**src/rtl/nn_pkg.sv**
```systemverilog
// Shared definitions for the neural-network layer controller address generators.
// Provides default widths, layer/step encodings and the address-generator state type.
// No ports; imported by nested_index_counter and linear_mac_addr_gen.
package nn_pkg;

    // Default widths for address ports/registers and size inputs/index counters.
    localparam int ADDR_BITS_DEF = 32;
    localparam int SIZE_BITS_DEF = 10;

    // Layer-type encodings used by the layer controller.
    localparam logic [2:0] DENSE  = 3'd0;
    localparam logic [2:0] RELU   = 3'd2;
    localparam logic [2:0] MOVE   = 3'd5;
    localparam logic [2:0] OUTPUT = 3'd6;

    // Steps within a DENSE (linear) layer.
    localparam logic [0:0] INIT_BIAS  = 1'b0;
    localparam logic [0:0] MAC_OUTPUT = 1'b1;

    // Handshake state shared by the address generators.
    typedef enum logic [1:0] {
        IDLE  = 2'd0,
        STEP  = 2'd1,
        VALID = 2'd2,
        DONE  = 2'd3
    } addr_gen_state_t;

endpackage : nn_pkg

```
**src/rtl/nested_index_counter.sv**
```systemverilog
// Two nested index counters (outer x inner) with three running-sum addresses.
// Ports: load_in latches bases/sizes and clears indices; advance_in steps one tuple.
//   inner_addr = inner_base + inner_idx; stride_addr = stride_base + linear tuple count;
//   outer_addr = outer_base + outer_idx; inner/outer_last flags; registered row_last_out.
module nested_index_counter
    import nn_pkg::*;
#(
    parameter int ADDR_BITS = ADDR_BITS_DEF,
    parameter int SIZE_BITS = SIZE_BITS_DEF
) (
    input  logic                 clk_in,
    input  logic                 rst_in,
    input  logic                 load_in,
    input  logic                 advance_in,
    input  logic [ADDR_BITS-1:0] inner_base_in,
    input  logic [ADDR_BITS-1:0] stride_base_in,
    input  logic [ADDR_BITS-1:0] outer_base_in,
    input  logic [SIZE_BITS-1:0] outer_size_in,
    input  logic [SIZE_BITS-1:0] inner_size_in,
    output logic                 inner_last_out,
    output logic                 outer_last_out,
    output logic [ADDR_BITS-1:0] inner_addr_out,
    output logic [ADDR_BITS-1:0] stride_addr_out,
    output logic [ADDR_BITS-1:0] outer_addr_out,
    output logic                 row_last_out
);

    localparam logic [SIZE_BITS-1:0] ONE_S = SIZE_BITS'(1);
    localparam logic [ADDR_BITS-1:0] ONE_A = ADDR_BITS'(1);

    logic [SIZE_BITS-1:0] outer_idx_q,       outer_idx_d;
    logic [SIZE_BITS-1:0] inner_idx_q,       inner_idx_d;
    // Sizes are stored as (size-1) so the last-index compares need no subtractor.
    logic [SIZE_BITS-1:0] outer_last_idx_q,  outer_last_idx_d;
    logic [SIZE_BITS-1:0] inner_last_idx_q,  inner_last_idx_d;
    logic [ADDR_BITS-1:0] inner_base_q,      inner_base_d;
    logic [ADDR_BITS-1:0] inner_addr_q,      inner_addr_d;
    logic [ADDR_BITS-1:0] stride_addr_q,     stride_addr_d;
    logic [ADDR_BITS-1:0] outer_addr_q,      outer_addr_d;
    logic                 row_last_q,        row_last_d;

    logic inner_last;
    logic outer_last;

    assign inner_last = (inner_idx_q == inner_last_idx_q);
    assign outer_last = (outer_idx_q == outer_last_idx_q);

    always_comb begin
        outer_idx_d      = outer_idx_q;
        inner_idx_d      = inner_idx_q;
        outer_last_idx_d = outer_last_idx_q;
        inner_last_idx_d = inner_last_idx_q;
        inner_base_d     = inner_base_q;
        inner_addr_d     = inner_addr_q;
        stride_addr_d    = stride_addr_q;
        outer_addr_d     = outer_addr_q;
        row_last_d       = row_last_q;

        if (load_in) begin
            outer_idx_d      = '0;
            inner_idx_d      = '0;
            outer_last_idx_d = outer_size_in - ONE_S;
            inner_last_idx_d = inner_size_in - ONE_S;
            inner_base_d     = inner_base_in;
            inner_addr_d     = inner_base_in;
            stride_addr_d    = stride_base_in;
            outer_addr_d     = outer_base_in;
            // A one-element row makes the very first tuple a row end.
            row_last_d       = (inner_size_in == ONE_S);
        end else if (advance_in) begin
            // The stride address walks a row-major matrix, so it bumps on every tuple.
            stride_addr_d = stride_addr_q + ONE_A;
            if (inner_last) begin
                inner_idx_d  = '0;
                outer_idx_d  = outer_idx_q + ONE_S;
                inner_addr_d = inner_base_q;
                outer_addr_d = outer_addr_q + ONE_A;
                row_last_d   = (inner_last_idx_q == '0);
            end else begin
                inner_idx_d  = inner_idx_q + ONE_S;
                inner_addr_d = inner_addr_q + ONE_A;
                row_last_d   = ((inner_idx_q + ONE_S) == inner_last_idx_q);
            end
        end
    end

    always_ff @(posedge clk_in or negedge rst_in) begin
        if (!rst_in) begin
            outer_idx_q      <= '0;
            inner_idx_q      <= '0;
            outer_last_idx_q <= '0;
            inner_last_idx_q <= '0;
            inner_base_q     <= '0;
            inner_addr_q     <= '0;
            stride_addr_q    <= '0;
            outer_addr_q     <= '0;
            row_last_q       <= 1'b0;
        end else begin
            outer_idx_q      <= outer_idx_d;
            inner_idx_q      <= inner_idx_d;
            outer_last_idx_q <= outer_last_idx_d;
            inner_last_idx_q <= inner_last_idx_d;
            inner_base_q     <= inner_base_d;
            inner_addr_q     <= inner_addr_d;
            stride_addr_q    <= stride_addr_d;
            outer_addr_q     <= outer_addr_d;
            row_last_q       <= row_last_d;
        end
    end

    assign inner_last_out  = inner_last;
    assign outer_last_out  = outer_last;
    assign inner_addr_out  = inner_addr_q;
    assign stride_addr_out = stride_addr_q;
    assign outer_addr_out  = outer_addr_q;
    assign row_last_out    = row_last_q;

endmodule : nested_index_counter

```
**src/rtl/linear_mac_addr_gen.sv**
```systemverilog
// DENSE-layer MAC_OUTPUT address generator: one (input, weight, output) tuple per handshake.
// Latency: first ready_out 2 cycles after start; one tuple per 2 cycles at most (bubble state).
// Backpressure: tuple held stable while ready_out=1 and next_ready_in=0; start aborts any walk.
module linear_mac_addr_gen
    import nn_pkg::*;
#(
    parameter int ADDR_BITS = ADDR_BITS_DEF,
    parameter int SIZE_BITS = SIZE_BITS_DEF
) (
    input  logic                 clk_in,
    input  logic                 rst_in,
    input  logic                 start_ready_in,
    input  logic                 next_ready_in,
    input  logic [ADDR_BITS-1:0] input_base_addr_in,
    input  logic [ADDR_BITS-1:0] weight_base_addr_in,
    input  logic [ADDR_BITS-1:0] output_base_addr_in,
    input  logic [SIZE_BITS-1:0] m_size_in,
    input  logic [SIZE_BITS-1:0] chw_size_in,
    output logic [ADDR_BITS-1:0] input_addr_out,
    output logic [ADDR_BITS-1:0] weight_addr_out,
    output logic [ADDR_BITS-1:0] output_addr_out,
    output logic                 row_last_out,
    output logic                 ready_out,
    output logic                 done_out
);

    addr_gen_state_t state_q, state_d;

    logic load;
    logic advance;
    logic k_last;
    logic m_last;
    logic empty_cfg;

    assign empty_cfg = (m_size_in == '0) || (chw_size_in == '0);

    always_comb begin
        state_d = state_q;
        load    = 1'b0;
        advance = 1'b0;

        // Start outranks everything, including an accept in the same cycle.
        if (start_ready_in) begin
            load    = 1'b1;
            state_d = empty_cfg ? DONE : STEP;
        end else begin
            unique case (state_q)
                IDLE:  state_d = IDLE;
                // The bubble absorbs a lingering registered next_ready_in from the consumer.
                STEP:  state_d = VALID;
                VALID: begin
                    if (next_ready_in) begin
                        if (m_last && k_last) begin
                            // Addresses intentionally keep the final tuple.
                            state_d = DONE;
                        end else begin
                            advance = 1'b1;
                            state_d = STEP;
                        end
                    end
                end
                DONE:  state_d = DONE;
                default: state_d = IDLE;
            endcase
        end
    end

    always_ff @(posedge clk_in or negedge rst_in) begin
        if (!rst_in) begin
            state_q <= IDLE;
        end else begin
            state_q <= state_d;
        end
    end

    // Inner loop walks input elements (k), outer loop walks output rows (m).
    nested_index_counter #(
        .ADDR_BITS (ADDR_BITS),
        .SIZE_BITS (SIZE_BITS)
    ) u_counter (
        .clk_in          (clk_in),
        .rst_in          (rst_in),
        .load_in         (load),
        .advance_in      (advance),
        .inner_base_in   (input_base_addr_in),
        .stride_base_in  (weight_base_addr_in),
        .outer_base_in   (output_base_addr_in),
        .outer_size_in   (m_size_in),
        .inner_size_in   (chw_size_in),
        .inner_last_out  (k_last),
        .outer_last_out  (m_last),
        .inner_addr_out  (input_addr_out),
        .stride_addr_out (weight_addr_out),
        .outer_addr_out  (output_addr_out),
        .row_last_out    (row_last_out)
    );

    assign ready_out = (state_q == VALID);
    assign done_out  = (state_q == DONE);

endmodule : linear_mac_addr_gen
```
**config.mk**
```make
export PLATFORM = sky130hd
export DESIGN_NAME = linear_mac_addr_gen
export DESIGN_NICKNAME = d
export VERILOG_FILES = /design/src/rtl/nn_pkg.sv /design/src/rtl/nested_index_counter.sv /design/src/rtl/linear_mac_addr_gen.sv
export SDC_FILE = /design/constraint.sdc
export NUM_CORES = 1
export LEC_CHECK = 0
export ABC_AREA = 1
export CORE_MARGIN = 1.5
export CORE_UTILIZATION = 57
export DETAILED_ROUTE_END_ITERATION = 8
export GPL_TIMING_DRIVEN = 0
export PLACE_DENSITY = 0.88
export SYNTH_ARGS = -nofsm -noshare
export SYNTH_HDL_FRONTEND = slang
export SYNTH_SLANG_ARGS = --single-unit
```
**constraint.sdc**
```tcl
create_clock -name clk_in -period 3.95 [get_ports clk_in]
set_clock_uncertainty 0.2 [all_clocks]
set_input_delay 0.5925 -clock clk_in [delete_from_list [all_inputs] [get_ports clk_in]]
set_output_delay 0.5925 -clock clk_in [all_outputs]
set_load 0.005 [all_outputs]
```
# Yosys cells after proc, flatten, opt, wreduce, memory -nomap -nowiden
# Cells that the tools add are included.
dict set report totals {
  reg_bits 171
  in_bits 120
  output_inout_bits 99
  word_cells 61
}
dict set report classes {
  add_sub_neg 7
  eq_ne 8
  mux 27
  reduce_logical 9
}
# operator n
set op_table {}
lappend op_table {{32-bit 2-to-1 mux} 8}
lappend op_table {{32-bit by 1-bit adder with 32-bit output (second input constant)} 3}
lappend op_table {{10-bit 2-to-1 mux} 6}
lappend op_table {{10-bit equality test} 3}
lappend op_table {{10-bit zero test} 3}
lappend op_table {{10-bit by 1-bit adder with 10-bit output (second input constant)} 2}
lappend op_table {{10-bit by 1-bit subtractor with 10-bit output (second input constant)} 2}
lappend op_table {{10-bit by 1-bit equality test with 1-bit output (second input constant)} 1}
lappend op_table {{1-bit 2-to-1 mux} 8}
lappend op_table {{2-bit 2-to-1 mux} 4}
lappend op_table {{2-bit one-hot mux with 4 select lines} 1}
lappend op_table {{2-bit equality test (second input constant)} 2}
lappend op_table {{2-bit nonzero test} 2}
lappend op_table {{3-bit != test (second input constant)} 1}
lappend op_table {{2-bit by 1-bit equality test with 1-bit output (second input constant)} 1}
lappend op_table {{2-bit zero test} 1}
lappend op_table {{2-bit AND reduction} 1}
lappend op_table {{1-bit logical AND} 1}
lappend op_table {{1-bit logical OR} 1}

# Logic depth before layout (Yosys ltp)
# Gate-level depths: netlist of the first run.
dict set report logic_depth {
  depth_word 8
  mapped_depth 14
  depth_no_buf 13
}

# Hierarchy
# A second synthesis of the first run with hierarchy kept.
dict set report unflattened {
  cells_unflattened 1534
  hier_area_um2 10908.0
}
# module n_inst cells_per_inst area_each_um2 seq_area_each_um2
set by_module_without_submodules {}
lappend by_module_without_submodules {nested_index_counter 1 1501 10710.3 4229.1}
lappend by_module_without_submodules {linear_mac_addr_gen 1 33 197.7 50.0}

# Least setup slack after synthesis of the first run
# Ideal clock, no wire load.
dict set report synth_timing {
  kind {input port to flip-flop}
  from {input port start_ready_in}
  to {register u_counter.inner_addr_q[0] (netlist: u_counter.inner_addr_out[0])}
  setup_ns 0.066
  arrival_time_ns 1.727
  required_time_ns 3.684
  setup_slack_ns 1.957
  path_stages 6
  n_path_buf 3
  cell_sequence {inv_1 > clkbuf_1 > clkbuf_1 > clkbuf_1 > nand3_1 > nand2_1}
}
dict set report synth_via {
  elab_chain_len 2
  elab_cells_between_ends 4
}
# item line
set synth_lines {}
lappend synth_lines {{from (decl)} linear_mac_addr_gen.sv:12} ;# input logic start_ready_in,
lappend synth_lines {{1-bit 2-to-1 mux} linear_mac_addr_gen.sv:43} ;# if (start_ready_in) begin
lappend synth_lines {{32-bit 2-to-1 mux or 2-bit nonzero test (tied branches)} --}
lappend synth_lines {{to (signal assigned)} nested_index_counter.sv:104} ;# inner_addr_q <= inner_addr_d;
lappend synth_lines {{to (decl)} nested_index_counter.sv:37} ;# logic [ADDR_BITS-1:0] inner_addr_q, inner_addr_d;
# Several ways; a longest one is shown, not always the timed one.
# A chain may end at the register's enable or synchronous reset.

# Worst setup path after layout of the first run
dict set report layout_timing {
  from {input port start_ready_in}
  to {register u_counter.stride_addr_q[29] (netlist: u_counter.stride_addr_out[29])}
}
dict set report layout_via {
  elab_chain_len 2
  elab_cells_between_ends 4
}
# item line
set layout_lines {}
lappend layout_lines {{1-bit 2-to-1 mux} linear_mac_addr_gen.sv:43}
lappend layout_lines {{32-bit 2-to-1 mux or 2-bit nonzero test (tied branches)} --}
lappend layout_lines {{to (signal assigned)} nested_index_counter.sv:105} ;# stride_addr_q <= stride_addr_d;
lappend layout_lines {{to (decl)} nested_index_counter.sv:38} ;# logic [ADDR_BITS-1:0] stride_addr_q, stride_addr_d;
# Several ways; a longest one is shown, not always the timed one.

==> results.yml, run 1 <==
critical_path:
  rrSetupSlack_ns: 1.39
  crit_path_max_incr_delay_ns: 0.57
  crit_top_cell: "clkbuf_1"
  arrival_ns: 3.25
  crit_path_start_kind: "primary input"
  cp.required_ns: 4.14
  slowest_stage: "clkbuf_1"
  critPathMaxFanout: 10
  cp_top_family: "buffers and inverters"
  crit_path_end_kind: "flop"
  r2r-end: "u_counter.outer_addr_out[26]"
  cp.depth: 7
  crit_buf_inv: 5
  ff2ff_path_depth: 12
  r2r_start: "u_counter.outer_addr_out[0]"
  worstSetupPathType: "in2reg"
  path_cells: "clkdlybuf4s50_1 -> inv_1 -> clkbuf_1 -> clkbuf_1 -> clkbuf_1 -> nand3_1 -> nand3_1"
power_and_ir_drop:
  p_seq_share_pct: 42.8
  comb_power_share_pct: 24.9
  power.density_nw_per_um2: 358.0
  switching_power_uw: 1773
  p_leak_uw: 0.007015
  vdd_drop_max_v: 0.0003272
  power_frac_clock_pct: 32.3
  p_sw_share_pct: 33.79
  p_int_uw: 3474
synth:
  synth_cells: 1812
  syn_nets: 1941
  netlist_top_cells_count: "nand2_1 (844), nand3_1 (192), nor2_1 (191), dfrtp_1 (171), inv_1 (107)"
  synth_cell_type_count: 33
  netlist.area_leader.share_pct: 37.12
  seq_area_frac_synth_pct: 37.12
  avgSynthCellArea_sq_um: 6.362
  ys_seq_elements: 171
  synth_most_common_cell: "nand2_1"
  post-synth-top-area-cell: "dfrtp_1"
  netlist_area_sq_um: 11530
  async_flop_share_pct: 100.0
  synth_ff_type: "dfrtp_1"
  yosys-top-cells-area: "dfrtp_1 (37%), nand2_1 (27%), nand3_1 (8.3%)"
  yosys_warnings: 0
  synth-edff-count: 0
global_route:
  grt.total_usage_pct: 36.75
  grt_pass1_wl_um: 61820
  grt_max_degree: 94
  antenna_found_initial: 0
  grt_overflow: 0
  grt_pass1_vias: 12210
clocking:
  cts_sinks: 171
  cts_root_buffer: "clkbuf_16"
  clk_pin_slew_ns: 0.08
  cts_tree: "yes"
  cts_buffer_depth: 2
  htree_levels: 4
  cts_buffers: 17
  clkLatencyLatePin_ns: 0.45
placement:
  hpwlAfterDp_um: 29170
  dp_slack_ns: 0.5704
  io_buffer_count: 218
  routabilityCongestion: 0.9768
floorplan:
  io_pins: 219
  die_h_um: 145.2
  floorplan.initialDensity_pct: 58.66
  dieArea_sq_um: 21090
  core-area_sq_um: 19650
  std_cell_rows: 51
  fp.dieW_um: 145.2
finish:
  drive_gt1_share_pct: 4.215
  num-fill-cells: 1663
  regArea_sq_um: 4279
  final_nets: 2180
  diodes: 0
  synthToLayoutAreaGrowth_pct: 27.15
  utilization_pct: 74.59
  multi_input_area_sq_um: 6511
timing:
  tightest_slew_ns: 0.8292
  finalSetupViolCount: 0
  slew_viol_final: 0
  worst_slack_ns: 0.8877
  rsz0062_at_grt: "false"
  fin_crit_sh_pct: 77.53
  fmax_mhz: 326.6
  max_slew_margin_pct: 44.72
  hold_ws_ns: 0.2674
  period_needed_ns: 3.062
  hold_violations: 0
min_path:
  min_path_type: "reg2reg"
  hold_depth: 2
  min_to: "u_counter.inner_base_q[22]"
  worstHoldStart: "u_counter.inner_base_q[22]"
flow_run:
  max-cap-violations: 0
routing:
  drt_wl_total_um: 38650
  final_antenna_net_count: 0
  wl_per_cell_um: 16.59
  drc_errors: 0
  drtPass1Iterations: 9
  via_per_inst: 5.573
  drtIter0Drc: 1293
  via_count: 12980
status:
  status: "complete, no violations"
cell type report:
class,instances,share of cell area (%)
Buffer,65,2.142
Clock buffer,19,3.090
Clock inverter,13,0.8279
Inverter,113,2.893
Multi-Input combinational cell,1463,44.42
Sequential cell,171,29.19
Tap cell,265,2.262
Timing Repair Buffer,220,15.18
layout by cell type, fill, tap and decap left out, types with 19 or more instances in the layout:
| cell | instances |
|---|---|
| clkdlybuf4s50_1 | 217 |
| nand3b_1 | 31 |
| nor3_1 | 23 |
| inv_1 | 107 |
| xor2_1 | 47 |
| xnor2_1 | 20 |
| nand2_1 | 844 |
| nor2_1 | 191 |
| clkbuf_1 | 33 |
| nand3_1 | 192 |
| dfrtp_1 | 171 |
| buf_2 | 19 |
| o21ai_0 | 53 |
state kept, by name (all words and copies together), names as in the netlist:
signal,flops
u_counter.inner_addr_out,32
u_counter.inner_base_q,32
u_counter.outer_addr_out,32
u_counter.stride_addr_out,32
u_counter.inner_idx_q,10
u_counter.inner_last_idx_q,10
u_counter.outer_idx_q,10
u_counter.outer_last_idx_q,10
state_q,2
u_counter.row_last_out,1
worst max-delay path by stage:
stage / to / slack [ns] / from
final: u_counter.stride_addr_out[29] / 0.89 / start_ready_in
after global routing: u_counter.inner_last_idx_q[9] / 0.79 / start_ready_in
after CTS: u_counter.inner_last_idx_q[8] / 0.99 / start_ready_in
after detailed placement: u_counter.stride_addr_out[29] / 0.57 / start_ready_in
after global placement: u_counter.stride_addr_out[31] / -4.99 / rst_in
after floorplan: u_counter.inner_addr_out[0] / 1.96 / start_ready_in
worst register-to-register path, delay by kind of cell, from the launching register on:
kind,cells,cell delay [ns]
AND/OR/NAND/NOR,11,1.41
flip-flops,1,0.52
adder cells (fa/ha/maj),1,0.33
per-layer routing:
| layer | share of wire (%) | up-vias | track usage [%] | wire length, um |
|---|---|---|---|---|
| li1 | - | 6185 | - | - |
| met1 | 40 | 5987 | 47.73 | 15600 |
| met2 | 47 | 694 | 60.40 | 18230 |
| met3 | 8.7 | 114 | 6.164 | 3366 |
| met4 | 3.7 | 0 | 16.12 | 1445 |
| met5 | 0 | - | 0 | 0 |
per-stage QoR:
stage / cells / TNS (ns) / cell area [sq um] / power, uW
after floorplan: 1812 / 0 / 11530 / 2828
after global placement: 2295 / -850.62 / 14040 / 3505
after detailed placement: 2296 / 0 / 14070 / 3548
after CTS: 2329 / 0 / 14660 / 5224
after global routing: 2329 / 0 / 14660 / 5483
final: 2329 / 0 / 14660 / 5248
kinds of logic (layout without fill, tap and decap cells):
| family | count (synthesis) | count (layout) | synth area share, % |
|---|---|---|---|
| adder cells (fa/ha/maj) | 9 | 9 | 0.9768 |
| AND/OR/NAND/NOR | 1309 | 1309 | 46.74 |
| buffers and inverters | 178 | 430 | 6.403 |
| XOR/XNOR | 68 | 68 | 5.231 |
| AO/OA/AOI/OAI | 77 | 77 | 3.527 |
| flip-flops | 171 | 171 | 37.12 |
repair_timing:
| action | CTS | global route |
|---|---|---|
| gates resized for setup | 0 | 0 |
| hold buffers | 1 | 0 |
| buffers inserted | 0 | 0 |
| endpoints found under the hold margin | 78 | 0 |
power by group through the flow:
stage          logic, uW  registers, uW  clock network, uW
3_5_place_dp        1290           2260                  0
2_1_floorplan        637           2190                  0
6_report            1310           2250               1700
4_1_cts             1300           2230               1690
3_3_place_gp        1250           2260                  0
5_1_grt             1440           2270               1770
(Power assumes the default switching activity.)
==> run 2: changes to the inputs <==
Settings changed: CORE_UTILIZATION 57 to 53, PLACE_DENSITY 0.88 to 0.83.
Clock period 3.95 ns to 3 ns, I/O delays scaled along.
==> results.yml, run 2 (synthesis gave the netlist of run 1 again) <==
status:
  status: "complete, no violations"
critical_path:
  slowest_stage: "clkbuf_1"
  crit_path_end_kind: "flop"
  cp_top_family: "buffers and inverters"
  critPathMaxFanout: 10
  crit_path_max_incr_delay_ns: 0.58
  worstSetupPathType: "in2reg"
  crit_buf_inv: 5
  cp.required_ns: 3.09
  crit_path_start_kind: "primary input"
  path_cells: "clkdlybuf4s50_1 -> inv_1 -> clkbuf_1 -> clkbuf_1 -> clkbuf_1 -> o21ai_0"
  crit_top_cell: "clkbuf_1"
  arrival_ns: 2.92
floorplan:
  fp.dieW_um: 150.5
  core-area_sq_um: 21150
  std_cell_rows: 53
  die_h_um: 150.5
  dieArea_sq_um: 22650
  io_pins: 219
  floorplan.initialDensity_pct: 54.50
global_route:
  grt.total_usage_pct: 33.87
  grt_overflow: 0
  antenna_found_initial: 0
  grt_max_degree: 105
  grt_pass1_wl_um: 59970
  grt_pass1_vias: 11850
finish:
  most-common-layout-cells: "nand2_1 (844), clkdlybuf4s50_1 (217), nand3_1 (192)"
  drive_gt1_share_pct: 4.072
  regArea_sq_um: 4279
  synthToLayoutAreaGrowth_pct: 27.58
  num-fill-cells: 1836
  multi_input_area_sq_um: 6511
  final_common_cell: "nand2_1"
  fin_area_sq_um: 14710
  utilization_pct: 69.53
  diodes: 0
  final_nets: 2180
power_and_ir_drop:
  p_leak_uw: 0.007022
  power.density_nw_per_um2: 477.4
  vdd_drop_max_v: 0.0004042
clocking:
  htree_levels: 4
  clkLatencyLatePin_ns: 0.44
  cts_buffers: 17
  post_cts_resized: 0
  cts_buffer_depth: 2
  cts_tree: "yes"
  cts_sinks: 171
  cts_root_buffer: "clkbuf_16"
  clk_pin_slew_ns: 0.07
timing:
  period_needed_ns: 2.839
  fmax_mhz: 352.2
  hold_ws_ns: 0.2676
  hold_violations: 0
  finalSetupViolCount: 0
  tightest_slew_ns: 0.9541
  tns_ns: 0
  slew_viol_final: 0
  rsz0062_at_grt: "false"
  fin_crit_sh_pct: 94.64
  max_slew_margin_pct: 36.39
flow_run:
  max-cap-violations: 0
min_path:
  min_path_type: "reg2reg"
routing:
  drtPass1Iterations: 5
  drtIter0Drc: 1216
  drt_wl_total_um: 37830
  via_count: 12710
  drc_errors: 0
  final_antenna_net_count: 0
  wl_per_cell_um: 16.18
  via_per_inst: 5.435
placement:
  io_buffer_count: 218
  placed_cell_area_sq_um: 14090
  routabilityCongestion: 0.9747
  hpwlAfterDp_um: 28530
-- run 2: cell types whose count changed in the layout (fill, tap and decap cells not counted) --
cell / change
clkinv_2: +1
clkbuf_8: +1
inv_8: -3
clkbuf_1: +2
inv_6: -5
clkinv_4: -2
clkinvlp_4: +2
bufinv_16: +3
-- run 2: final cells by class --
cell class	instances	share of cell area, %
Timing Repair Buffer	220	15.13
Multi-Input combinational cell	1463	44.27
Sequential cell	171	29.09
Buffer	65	2.135
Inverter	113	2.884
Clock buffer	22	3.224
Tap cell	275	2.339
Clock inverter	9	0.9273
-- run 2: per-stage QoR --
step / power, uW / worst slack (ns) / std cells
after floorplan: 3723 / 1.066 / 1812
after global placement: 4629 / -5.754 / 2305
after detailed placement: 4669 / -0.1909 / 2306
after CTS: 7003 / 0.2550 / 2338
after global routing: 7330 / 0.04861 / 2338
final: 7021 / 0.1608 / 2338
-- run 2: path summary, 6_finish.rpt --
path | from | to | slack [ns] | depth (start not counted)
setup / recovery | start_ready_in | u_counter.outer_last_idx_q[9] | 0.16 | 6
hold / removal | u_counter.inner_base_q[13] | u_counter.inner_base_q[13] | 0.27 | 2
setup reg to reg | u_counter.inner_last_idx_q[5] | u_counter.row_last_out | 0.38 | 12
hold reg to reg | u_counter.inner_base_q[13] | u_counter.inner_base_q[13] | 0.27 | 2
max in group asynchronous | rst_in | u_counter.outer_last_idx_q[8] | 1.32 | 3
min in group asynchronous | rst_in | u_counter.outer_addr_out[13] | 0.34 | 2
-- run 2: timing repair --
action | CTS | global route
setup buffers | 0 | 0
hold endpoints to repair | 67 | 0
hold buffers | 1 | 0
-- run 2: routing by layer --
metal  track usage, %  vias up  wire length (um)
met5                0        -                 0
met4            12.75        0              1152
met3            4.758       86              3519
met2            55.02      643             17390
met1            45.90     5793             15770
li1                 -     6186                 -
-- run 2: worst register-to-register path, delay by kind of cell (launching register included) --
kind / cells / cell delay [ns]
flip-flops: 1 / 0.42
AND/OR/NAND/NOR: 10 / 1.43
buffers and inverters: 2 / 0.50
-- run 2: power breakdown --
group,switching [uW],internal [uW]
registers,393,2570
clock network,978,1380
logic,841,864
